### config.mk
export PLATFORM = sky130hd
export DESIGN_NAME = shared_bus_arbiter
export DESIGN_NICKNAME = d
export VERILOG_FILES = /design/src/rtl/shared_bus_arbiter.sv
export SDC_FILE = /design/constraint.sdc
export NUM_CORES = 1
export LEC_CHECK = 0
export ABC_AREA = 1
export BUFFER_PORTS_ARGS = -buffer_cell sky130_fd_sc_hd__buf_2
export CORE_UTILIZATION = 42
export DETAILED_ROUTE_END_ITERATION = 6
export PLACE_DENSITY = 0.85
export SYNTH_ARGS = -nofsm -noshare
export SYNTH_HDL_FRONTEND = slang
export SYNTH_SLANG_ARGS = --single-unit
### constraint.sdc
create_clock -name clk -period 1.4 [get_ports clk]
set_input_delay 0.21 -clock clk [delete_from_list [all_inputs] [get_ports clk]]
set_output_delay 0.21 -clock clk [all_outputs]
set_load 0.02 [all_outputs]
### src/rtl/shared_bus_arbiter.sv
// Round-robin arbiter with optional burst hold. It drives a registered shared result bus.
// The bus is a one-hot AND-OR mux feeding an output register with a valid/ready handshake.
module shared_bus_arbiter #(
    parameter int  DATA_WIDTH = 8,
    parameter int  NUM_AGENTS = 4,
    parameter int  MAX_BURST  = 1,
    localparam int SRC_W      = (NUM_AGENTS > 1) ? $clog2(NUM_AGENTS) : 1
) (
    input  logic                             clk,
    input  logic                             reset,
    input  logic [NUM_AGENTS-1:0]            req_i,
    input  logic [NUM_AGENTS*DATA_WIDTH-1:0] data_i,
    output logic [NUM_AGENTS-1:0]            gnt_o,
    output logic                             bus_valid_o,
    output logic [DATA_WIDTH-1:0]            bus_data_o,
    output logic [SRC_W-1:0]                 bus_src_o,
    input  logic                             bus_ready_i
);
    localparam int               CNT_W    = $clog2(MAX_BURST + 1);
    localparam logic [CNT_W-1:0] CNT_MAX  = CNT_W'(MAX_BURST);
    localparam logic [SRC_W-1:0] LAST_IDX = SRC_W'(NUM_AGENTS - 1);

    logic                  r_vld;
    logic [DATA_WIDTH-1:0] r_data;
    logic [SRC_W-1:0]      r_src;
    logic [SRC_W-1:0]      r_ptr;
    logic [SRC_W-1:0]      r_owner;
    logic                  r_own_vld;
    logic [CNT_W-1:0]      r_cnt;

    logic                  w_can_load;
    logic                  w_hold;
    logic                  w_gnt_any;
    logic [SRC_W-1:0]      w_gnt_idx;
    logic [SRC_W-1:0]      w_scan_idx;
    logic [NUM_AGENTS-1:0] w_gnt;
    logic [DATA_WIDTH-1:0] w_mux;

    assign w_can_load = !r_vld || bus_ready_i;
    assign w_hold     = r_own_vld && req_i[r_owner] && (r_cnt < CNT_MAX);

    // Scan from the highest offset down so the last hit is the first requester after r_ptr.
    always_comb begin
        int j;
        j          = 0;
        w_scan_idx = '0;
        for (int i = NUM_AGENTS - 1; i >= 0; i--) begin
            j = int'(r_ptr) + i;
            if (j >= NUM_AGENTS) j = j - NUM_AGENTS;
            if (req_i[SRC_W'(j)]) w_scan_idx = SRC_W'(j);
        end
    end

    always_comb begin
        w_gnt_any = 1'b0;
        w_gnt_idx = '0;
        w_gnt     = '0;
        if (!reset && w_can_load && (req_i != '0)) begin
            w_gnt_any        = 1'b1;
            w_gnt_idx        = w_hold ? r_owner : w_scan_idx;
            w_gnt[w_gnt_idx] = 1'b1;
        end
    end

    always_comb begin
        w_mux = '0;
        for (int i = 0; i < NUM_AGENTS; i++)
            w_mux = w_mux | (data_i[i*DATA_WIDTH +: DATA_WIDTH] & {DATA_WIDTH{w_gnt[i]}});
    end

    // The burst count saturates: once exhausted, the owner only wins through the pointer scan.
    always_ff @(posedge clk) begin
        if (reset) begin
            r_vld     <= 1'b0;
            r_data    <= '0;
            r_src     <= '0;
            r_ptr     <= '0;
            r_owner   <= '0;
            r_own_vld <= 1'b0;
            r_cnt     <= '0;
        end else if (w_gnt_any) begin
            r_vld  <= 1'b1;
            r_data <= w_mux;
            r_src  <= w_gnt_idx;
            r_ptr  <= (w_gnt_idx == LAST_IDX) ? '0 : w_gnt_idx + SRC_W'(1);
            if (r_own_vld && (w_gnt_idx == r_owner)) begin
                if (r_cnt != CNT_MAX) r_cnt <= r_cnt + CNT_W'(1);
            end else begin
                r_owner   <= w_gnt_idx;
                r_own_vld <= 1'b1;
                r_cnt     <= CNT_W'(1);
            end
        end else begin
            if (r_vld && bus_ready_i) r_vld <= 1'b0;
            if (r_own_vld && !req_i[r_owner]) r_own_vld <= 1'b0;
        end
    end

    assign gnt_o       = w_gnt;
    assign bus_valid_o = r_vld;
    assign bus_data_o  = r_data;
    assign bus_src_o   = r_src;

`ifndef SYNTHESIS
    a_gnt_onehot : assert property (@(posedge clk) $onehot0(gnt_o));
    a_gnt_req    : assert property (@(posedge clk) (gnt_o & ~req_i) == '0);
    a_bus_hold   : assert property (@(posedge clk) disable iff (reset)
                                    (bus_valid_o && !bus_ready_i) |=> $stable(bus_data_o));
`endif
endmodule

==> impl_metrics.tcl, run 1 <==
set metrics [dict create \
    outcome "finished with violations" \
    failed_checks "setup timing" \
    num_vias 1492 \
    synth_top_area_share 0.283 \
    slew_violations 0 \
    critical_path_required_ns 1.19 \
    cp_cell_sequence "buf_6 > nand2_1 > nand2_4 > inv_2 > nand2_4 > nand2_2 > inv_2 > nand2_1 > nand2_1 > nand3_2 > nand2_4 > inv_4 > nor2_8 > buf_6" \
    drive_gt1_frac 0.487 \
    max_freq_mhz 491 \
    die_h_um 55.5 \
    htreeDepth 1 \
    dp_slack_ns -0.448 \
    tns_ns -7.10 \
    yosys.area.top_type "dfxtp_1" \
    power_frac_comb 0.735 \
    rows 19 \
    synth_fa_ha_area_frac 0 \
    max_stage_delay_ns 0.36 \
    clkPwrFrac 0.073 \
    drt-pass1-iter-count 4 \
    vias_per_cell 4.94 \
    synthMuxAreaShare 0 \
    grt_max_degree 13 \
    total_power_mw 3.86 \
    synth_area_leaders "dfxtp_1, nand2_1, nand3_1, nor2_1, inv_1" \
    netlist_instances 196 \
    syn_nets 235 \
    core_area_um2 2730 \
    final_util 0.684 \
    cts_root_buf "clkbuf_4" \
    antenna_cells 0 \
    dpl.hpwl_um 2540 \
    cts_tree "done" \
    area_delta_synth_final_pct 55.3 \
    synth_simple_gate_area_frac 0.505 \
    multi_input_area_um2 867 \
    p_seq_frac 0.191 \
    hold_ws_ns 0.194 \
    cts_sinks 17 \
    antenna_left 0 \
    worst_slack_ns -0.638 \
    place.gp.congestion 0.775 \
    grt_pass1_wl_um 5660 \
    synth-compound-area-share 0.102 \
    critPathArrivalTime_ns 1.83 \
    rsz0062_at_grt "true" \
    ios 54 \
    ys_types 25 \
    leakage_nw 1.04 \
    powerDensity_nw_per_um2 2060 \
    maxCapViolCount 0 \
    worst_pin_slew_ns 0.531 \
    nets 311 \
    p_int_mw 1.88 \
    cts_buffers 3 \
    final_cell_mix "nand2_1, buf_2, nor2_1, buf_4, nand3_1" \
    synth_top_family_by_area "simple AND/OR/NAND/NOR gates" \
    seq_area_um2 345 \
    grtUsageTotal 0.236 \
    max_slew_margin 0.643 \
    crit_fanout 4 \
    setup_viol 18 \
    clkSlewWorstSetupHoldPaths_ns 0.11 \
    overflow 0 \
    rr_startpoint "r_ptr[0]" \
    totalWireLength_um 3550 \
    ys_seq_area_frac 0.283 \
    cp-start-kind "flip-flop" \
    syn-mean-instance-area_um2 6.14 \
    crit_slowest_cell "dfxtp_2" \
    cts.path.max_buffers 2 \
    synthXorXnorAreaFrac 0 \
    antenna_found_initial 0 \
    start_util 0.440 \
    netlist_area_um2 1200 \
    ys_seq_elements 17 \
    wl_per_cell_um 11.8 \
    synth_warnings 0 \
    min_period_ns 2.04 \
    die_area_um2 3080 \
    drc 0 \
    portBuffers 53 \
    finalClockSkew_ns 0.00170 \
    worstHoldStart "data_i[6]" \
    max-vdd-ir-drop_mv 1.62 \
    finalCritPeriodShare 1.46 \
    dieWidth_um 55.5 \
    cts_hold_buffers 0 \
    cp-end-kind "primary output" \
    switching_share 0.512 \
    insertion_delay_ns 0.31 \
    startpoint "r_ptr[0]" \
    min_path_type "input port to flip-flop" \
    critical_path_class "flip-flop to primary output" \
    drt-initial-drc-count 30 \
    p_sw_mw 1.98 \
    final-hold-violation-count 0 \
    final_common_cell "nand2_1" \
    first_global_vias 1406 \
    fillers 232 \
]
## flip-flops by register name (all words and copies together) (netlist names)
name,flops
r_owner,2
r_own_vld,1
bus_src_o,2
bus_data_o,8
r_ptr,2
r_cnt,1
bus_valid_o,1
## critical path: cells and delay by family (launching register included)
family,cells,cell delay [ns]
AND/OR/NAND/NOR,9,0.79
buffers and inverters,5,0.38
flip-flops,1,0.36
## worst paths after layout
| kind | to | slack (ns) | depth (start not counted) |
|---|---|---|---|
| worst max-delay path | gnt_o[0] | -0.64 | 14 |
| worst min-delay path | bus_data_o[6] | 0.19 | 5 |
| worst max register to register | bus_data_o[1] | -0.49 | 16 |
| worst min register to register | r_own_vld | 0.50 | 2 |
## power groups by stage
stage | combinational (mW) | clock [mW] | sequential [mW]
floorplan | 1.52 | 0 | 0.819
global placement | 2.17 | 0 | 0.712
detailed placement | 2.21 | 0 | 0.725
CTS | 2.56 | 0.289 | 0.724
global route | 3.08 | 0.311 | 0.755
finish | 2.84 | 0.283 | 0.738
## cells by family after synthesis
kind of cell    Yosys count
simple gates            128
buf+inv                  31
compound gates           20
flops                    17
## timing repair
action	in CTS	in global routing
buffers inserted	4	2
resized for setup	30	26
pin swaps	19	12
setup endpoints to repair	18	18
## area by class of cell
class / count / area share
Inverter: 26 / 0.0602
Sequential cell: 17 / 0.185
Clock inverter: 1 / 0.00268
Multi-Input combinational cell: 148 / 0.464
Timing Repair Buffer: 76 / 0.256
Tap cell: 31 / 0.0207
Clock buffer: 3 / 0.0120
## layer usage
metal | track usage | vias up | share of wire
li1 | - | 759 | -
met1 | 0.255 | 654 | 0.38
met2 | 0.398 | 65 | 0.51
met3 | 0.0609 | 14 | 0.075
met4 | 0.164 | 0 | 0.039
met5 | 0 | - | 0
## Yosys cell counts
library cell and number:
nor4_1 1, inv_2 4, inv_1 20, nor2_4 1, a21oi_4 1, nand2_2 4, nand2_4 2, buf_6 1
o21ai_0 3, buf_2 3, nor3_2 1, inv_4 2, o21ai_1 2, nand2_1 70, o31ai_1 1, nand3_1 22
a21oi_1 10, nor2_8 2, dfxtp_1 17, clkbuf_1 1, o211ai_1 2, nand3_4 1, o21ai_2 1, nand3_2 2
nor2_1 22
## per-stage QoR
step,cell area (um2),cells
final,1870,302
after floorplan,1220,196
after detailed placement,1630,294
after global placement,1630,294
after global routing,1870,302
after CTS,1780,302
Power figures use the tool's default switching activity.
==> run 2, diff against run 1 <==
ABC_AREA = default   (was 1)
CORE_UTILIZATION = 39   (was 42)
PLACE_DENSITY = 0.84   (was 0.85)
==> run 2 against run 1 <==
The flow finishes with violations (DRC, setup timing). Register-to-register slack got worse by 0.27 ns. Critical path depth down 8. Routed wire length fell by 2.4%. Maximum frequency decreased by 9.4%. First-iteration DRC count down 10%. Clock power is 2% lower. Die area fell by 9.9%. Final cell count fell by 26%.
==> impl_metrics.tcl, run 2 <==
set metrics [dict create \
    critical_path_class "flip-flop to primary output" \
    synth_top_area_share 0.339 \
    setup_viol 18 \
    dp_slack_ns -0.716 \
    clkPwrFrac 0.150 \
    maxCapViolCount 0 \
    worst_slack_ns -0.850 \
    insertion_delay_ns 0.30 \
    die_h_um 52.7 \
    worst-r2r-cell-count 7 \
    min_path_cells 3 \
    yosys.area.top_type "dfxtp_1" \
    netlist_area_um2 1000 \
    outcome "finished with violations" \
    failed_checks "DRC, setup timing" \
    cts_buffers 3 \
    cp_cell_sequence "mux2i_4 > o22ai_2 > or4_4 > and2_4 > and2_4 > buf_6" \
    antenna_left 0 \
    hold_ws_ns 0.142 \
    syn_nets 149 \
    worst_pin_slew_ns 0.537 \
    rr_startpoint "r_owner[0]" \
    synthTopCellsByCount "dfxtp_1, nor2_1, nand3_1" \
    min_period_ns 2.25 \
    vias_per_cell 5.59 \
    worstHoldStart "data_i[18]" \
    ios 54 \
    final_common_cell "buf_2" \
    grt_pass1_wl_um 4710 \
    max-vdd-ir-drop_mv 0.994 \
    final-hold-violation-count 0 \
    synth_most_common_cell "dfxtp_1" \
    rows 18 \
    leakage_nw 0.773 \
    p_sw_mw 0.676 \
    p_int_mw 1.16 \
    antenna_found_initial 0 \
    drt-pass1-iter-count 6 \
    drive_gt1_frac 0.630 \
    place.gp.congestion 0.835 \
    clkSlewWorstSetupHoldPaths_ns 0.10 \
    die_area_um2 2780 \
    grtUsageTotal 0.238 \
    drt-initial-drc-count 27 \
    dieWidth_um 52.7 \
    grt_max_degree 14 \
    holdPathEnd "bus_data_o[2]" \
    wl_per_cell_um 15.6 \
    nets 232 \
    start_util 0.409 \
    min_path_type "input port to flip-flop" \
    portBuffers 53 \
    power_frac_comb 0.514 \
    final_cell_mix "buf_2, buf_4, dfxtp_1, buf_6, nor2_1" \
    cts_sinks 17 \
    antenna_cells 0 \
    max_freq_mhz 444 \
    total_power_mw 1.84 \
    htreeDepth 1 \
    largest_reg_flops 8 \
    overflow 0 \
    powerDensity_nw_per_um2 1060 \
    ys_seq_elements 17 \
    slew_violations 0 \
    critPathArrivalTime_ns 2.04 \
    ys_seq_area_frac 0.339 \
    area_delta_synth_final_pct 72.9 \
    ys_types 37 \
    switching_share 0.368 \
    totalWireLength_um 3470 \
    design_area_um2 1740 \
    crit_fanout 4 \
    num_vias 1240 \
    fillers 172 \
    reg2reg_to "bus_data_o[7]" \
    fin_cells 222 \
    critical_path_required_ns 1.19 \
    syn-mean-instance-area_um2 9.12 \
    first_global_vias 1091 \
    cp-start-kind "flip-flop" \
    crit_top_cell "and2_4" \
    synth_ff_type "dfxtp_1" \
    cp-end-kind "primary output" \
    max_slew_margin 0.641 \
    synth_edf_count 0 \
    crit_slowest_cell "or4_4" \
    p_seq_frac 0.336 \
    max_stage_delay_ns 0.46 \
    netlist_instances 110 \
    synth_warnings 0 \
    finalClockSkew_ns 0.00372 \
    synth_area_leaders "dfxtp_1, a32oi_1, a22oi_1, mux2i_1, o211ai_1" \
    rsz0062_at_grt "true" \
    cts.path.max_buffers 2 \
    placed_cells_incl_taps 210 \
    rrSetupSlack_ns -0.76 \
    drc 1 \
    async_flop_share 0 \
    cts_tree "done" \
    finalCritPeriodShare 1.61 \
    core_area_um2 2450 \
    place_area_um2 1500 \
    cts_root_buf "clkbuf_4" \
    dpl.hpwl_um 2210 \
]
[run 2: area by class of cell]
type	count	area, um2	area share
Multi-Input combinational cell	85	756	0.435
Timing Repair Buffer	85	566	0.326
Sequential cell	17	345	0.199
Tap cell	30	37.5	0.0216
Clock buffer	3	22.5	0.0130
Clock inverter	1	5.00	0.00288
Inverter	1	3.75	0.00216
[run 2: worst max path at each step]
stage               startpoint            end  slack (ns)  cells past startpoint
CTS                 r_owner[0]       gnt_o[2]       -0.88                      6
floorplan           r_owner[0]       gnt_o[0]       -0.63                      7
global route        r_owner[0]       gnt_o[0]       -0.90                      6
detailed placement  r_owner[0]  bus_data_o[7]       -0.72                      7
finish              r_owner[0]       gnt_o[0]       -0.85                      6
global placement    r_owner[0]       gnt_o[0]       -0.58                      6
[run 2: worst max-delay path: cells and delay by family (launching register included)]
family | cells | cell delay, ns
AND/OR/NAND/NOR | 3 | 0.78
multiplexers | 1 | 0.32
buffers and inverters | 1 | 0.12
flip-flops | 1 | 0.41
AO/OA/AOI/OAI | 1 | 0.10
[run 2: metrics by stage]
step           utilization  TNS, ns
5_1_grt              0.707   -12.76
2_1_floorplan            -    -8.38
3_3_place_gp         0.609    -8.73
3_5_place_dp         0.609   -10.88
6_report             0.707   -11.65
4_1_cts              0.672   -11.87
[run 2: metal layers]
| layer | global-route usage | part of all wire | vias to the layer above |
|---|---|---|---|
| met5 | 0 | 0 | - |
| met2 | 0.414 | 0.52 | 46 |
| met4 | 0.0921 | 0.029 | 0 |
| met3 | 0.0725 | 0.044 | 15 |
| li1 | - | - | 592 |
| met1 | 0.267 | 0.40 | 587 |
[run 2: power groups by stage]
| stage | clock network [mW] | logic [mW] | registers [mW] |
|---|---|---|---|
| finish | 0.276 | 0.943 | 0.617 |
| global route | 0.304 | 0.997 | 0.626 |
| CTS | 0.280 | 0.855 | 0.610 |
| detailed placement | 0 | 0.736 | 0.618 |
| global placement | 0 | 0.712 | 0.614 |
| floorplan | 0 | 0.388 | 0.684 |
[run 2: kinds of logic (layout without fill, tap and decap cells)]
kind of cell | count (synthesis) | count (layout) | synth area share
AOI/OAI and AO/OA | 40 | 40 | 0.313
xor gates and xnor gates | 1 | 1 | 0.00873
buffers and inverters | 8 | 90 | 0.0536
DFF | 17 | 17 | 0.339
muxes | 5 | 5 | 0.0536
and+or+nand+nor | 39 | 39 | 0.232
[run 2: timing repair]
item	4_1_cts	5_1_grt
buffers inserted	6	5
hold buffers	0	0
gates resized for setup	18	18
setup endpoints to repair	18	18
pin swaps	11	16
==> run 3, diff against run 2 <==
ABC_AREA = 1   (was default)
BUFFER_PORTS_ARGS = default   (was -buffer_cell sky130_fd_sc_hd__buf_2)
CORE_UTILIZATION = 56   (was 39)
DONT_BUFFER_PORTS = 1   (was default)
PLACE_DENSITY = default   (was 0.84)
PLACE_DENSITY_LB_ADDON = 0.12   (was default)
==> run 3 against run 2 <==
The flow finishes with violations (hold timing, setup timing). Die area fell by 16%. Non-clock buffer count fell by 56. Final cell count rose by 13%. Final area rose by 5.6%. Register-to-register slack improved by 0.10 ns. Combinational power rose to 3.6 times the previous value. Hold slack got worse by 0.15 ns. Global-route usage rose by 8.4 points. Maximum frequency rose by 6.3%. Sequential power rose by 40%.
==> impl_metrics.tcl, run 3 (same netlist as run 1, synthesis figures left out) <==
set metrics [dict create \
    outcome "finished with violations" \
    failed_checks "hold timing, setup timing" \
    cts_root_buf "clkbuf_4" \
    crit_slowest_cell "dfxtp_4" \
    drt-initial-drc-count 89 \
    totalWireLength_um 4640 \
    hold_ws_ns -0.00774 \
    final-hold-violation-count 1 \
    worst_slack_ns -0.717 \
    leakage_nw 0.952 \
    antenna_cells 0 \
    max-vdd-ir-drop_mv 2.15 \
    cp-start-kind "flip-flop" \
    cts.path.max_buffers 2 \
    cp-end-kind "primary output" \
    cts_sinks 17 \
    final_common_cell "nand2_1" \
    drc 0 \
    critical_path_class "flip-flop to primary output" \
    rrSetupSlack_ns -0.66 \
    tns_ns -9.55 \
    max_stage_delay_ns 0.38 \
    clkPwrFrac 0.062 \
    cts_tree "done" \
    maxCapViolCount 0 \
    rsz0062_at_grt "true" \
    core_area_um2 1980 \
    dieWidth_um 48.4 \
    grtUsageTotal 0.322 \
    slew_violations 0 \
    htreeDepth 1 \
    insertion_delay_ns 0.31 \
    p_int_mw 2.13 \
    worstHoldStart "reset" \
    min_path_type "input port to flip-flop" \
    antenna_left 0 \
    min_period_ns 2.12 \
    crit_fanout 4 \
    p_sw_mw 2.36 \
    critPathArrivalTime_ns 1.91 \
    rows 16 \
    antenna_found_initial 0 \
    drive_gt1_frac 0.513 \
    grt_max_degree 13 \
    area_delta_synth_final_pct 52.3 \
    cp_cell_sequence "buf_6 > o21ai_4 > nand2_2 > nand2_1 > nand2_1 > nand2_2 > nand2_2 > nand3_4 > nand3_4 > nor2_4 > buf_6" \
    portBuffers 0 \
    powerDensity_nw_per_um2 2450 \
    clkSlewWorstSetupHoldPaths_ns 0.10 \
    critical_path_required_ns 1.19 \
    die_h_um 48.4 \
    setup_viol 18 \
    p_seq_frac 0.192 \
    overflow 0 \
    cts_buffers 3 \
    vias_per_cell 5.99 \
    final_cell_mix "nand2_1, nand2_2, inv_1" \
    drt-pass1-iter-count 5 \
    dp_slack_ns -0.544 \
    largest_reg_flops 8 \
    switching_share 0.525 \
    finalCritPeriodShare 1.51 \
    die_area_um2 2340 \
    crit_top_cell "nand2_2" \
    max_slew_margin 0.730 \
    worst_pin_slew_ns 0.404 \
    start_util 0.607 \
    max_freq_mhz 472 \
    startpoint "r_ptr[0]" \
    rr_startpoint "r_ptr[0]" \
    wl_per_cell_um 18.5 \
    num_vias 1504 \
    dpl.hpwl_um 2420 \
    finalClockSkew_ns 0.00183 \
    power_frac_comb 0.746 \
    ios 54 \
    place.gp.congestion 0.898 \
    nets 264 \
    grt_pass1_wl_um 5980 \
    first_global_vias 1435 \
]
## run 3: changes by cell type in the layout (fill, tap and decap cells not counted), sizes merged, moves of 6 or more
cell   previous run  this run
inv               1        26
nand2             6        76
buf              85        28
o21ai             0         6
nand3             7        25
a22oi             6         0
a32oi             6         0
nor2              8        25
## run 3: per-stage QoR
stage / instance area, um2 / util / total power, mW / instances
2_1_floorplan: 1220 / - / 2.34 / 196
3_3_place_gp: 1380 / 0.697 / 2.81 / 235
3_5_place_dp: 1380 / 0.697 / 2.89 / 235
4_1_cts: 1630 / 0.822 / 3.71 / 250
5_1_grt: 1830 / 0.925 / 4.70 / 251
6_report: 1830 / 0.925 / 4.49 / 251
## run 3: cell type report
type	count	area, um2
Inverter	26	118
Multi-Input combinational cell	148	1000
Fill cell	69	149
Tap cell	27	33.8
Timing Repair Buffer	29	307
Sequential cell	17	347
Clock inverter	1	5.00
Clock buffer	3	22.5
## run 3: worst max-delay path, delay by kind of cell (launching register included)
kind                   cells  cell delay [ns]
and+or+nand+nor            8             0.76
AOI/OAI and AO/OA          1             0.18
buffers and inverters      2             0.27
DFF                        1             0.38
## run 3: final timing paths
check	cells after the start	end
worst max-delay path	11	gnt_o[1]
worst max register to register	16	bus_data_o[2]
worst min register to register	2	r_own_vld
worst min-delay path	1	r_cnt
## run 3: layer usage
layer  wire length [um]  vias to the layer above  track usage
li1                   -                      672            -
met5                  0                        -            0
met4                263                        0       0.0735
met2               2280                      119        0.613
met3                410                       33       0.0849
met1               1680                      680        0.353
## run 3: repair_timing
item / 4_1_cts / 5_1_grt
gates resized for setup: 42 / 56
hold buffers: 1 / 0
pin swaps: 24 / 27
gates cloned: 1 / 0
setup buffers: 9 / 1
setup endpoints to repair: 18 / 18
endpoints found under the hold margin: 1 / 0
## run 3: power groups by stage
| stage | Clock [mW] | Combinational, mW | Sequential, mW |
|---|---|---|---|
| after floorplan | 0 | 1.52 | 0.819 |
| after global placement | 0 | 1.94 | 0.864 |
| after detailed placement | 0 | 2.02 | 0.870 |
| after CTS | 0.260 | 2.60 | 0.851 |
| after global routing | 0.291 | 3.52 | 0.889 |
| final | 0.278 | 3.35 | 0.865 |
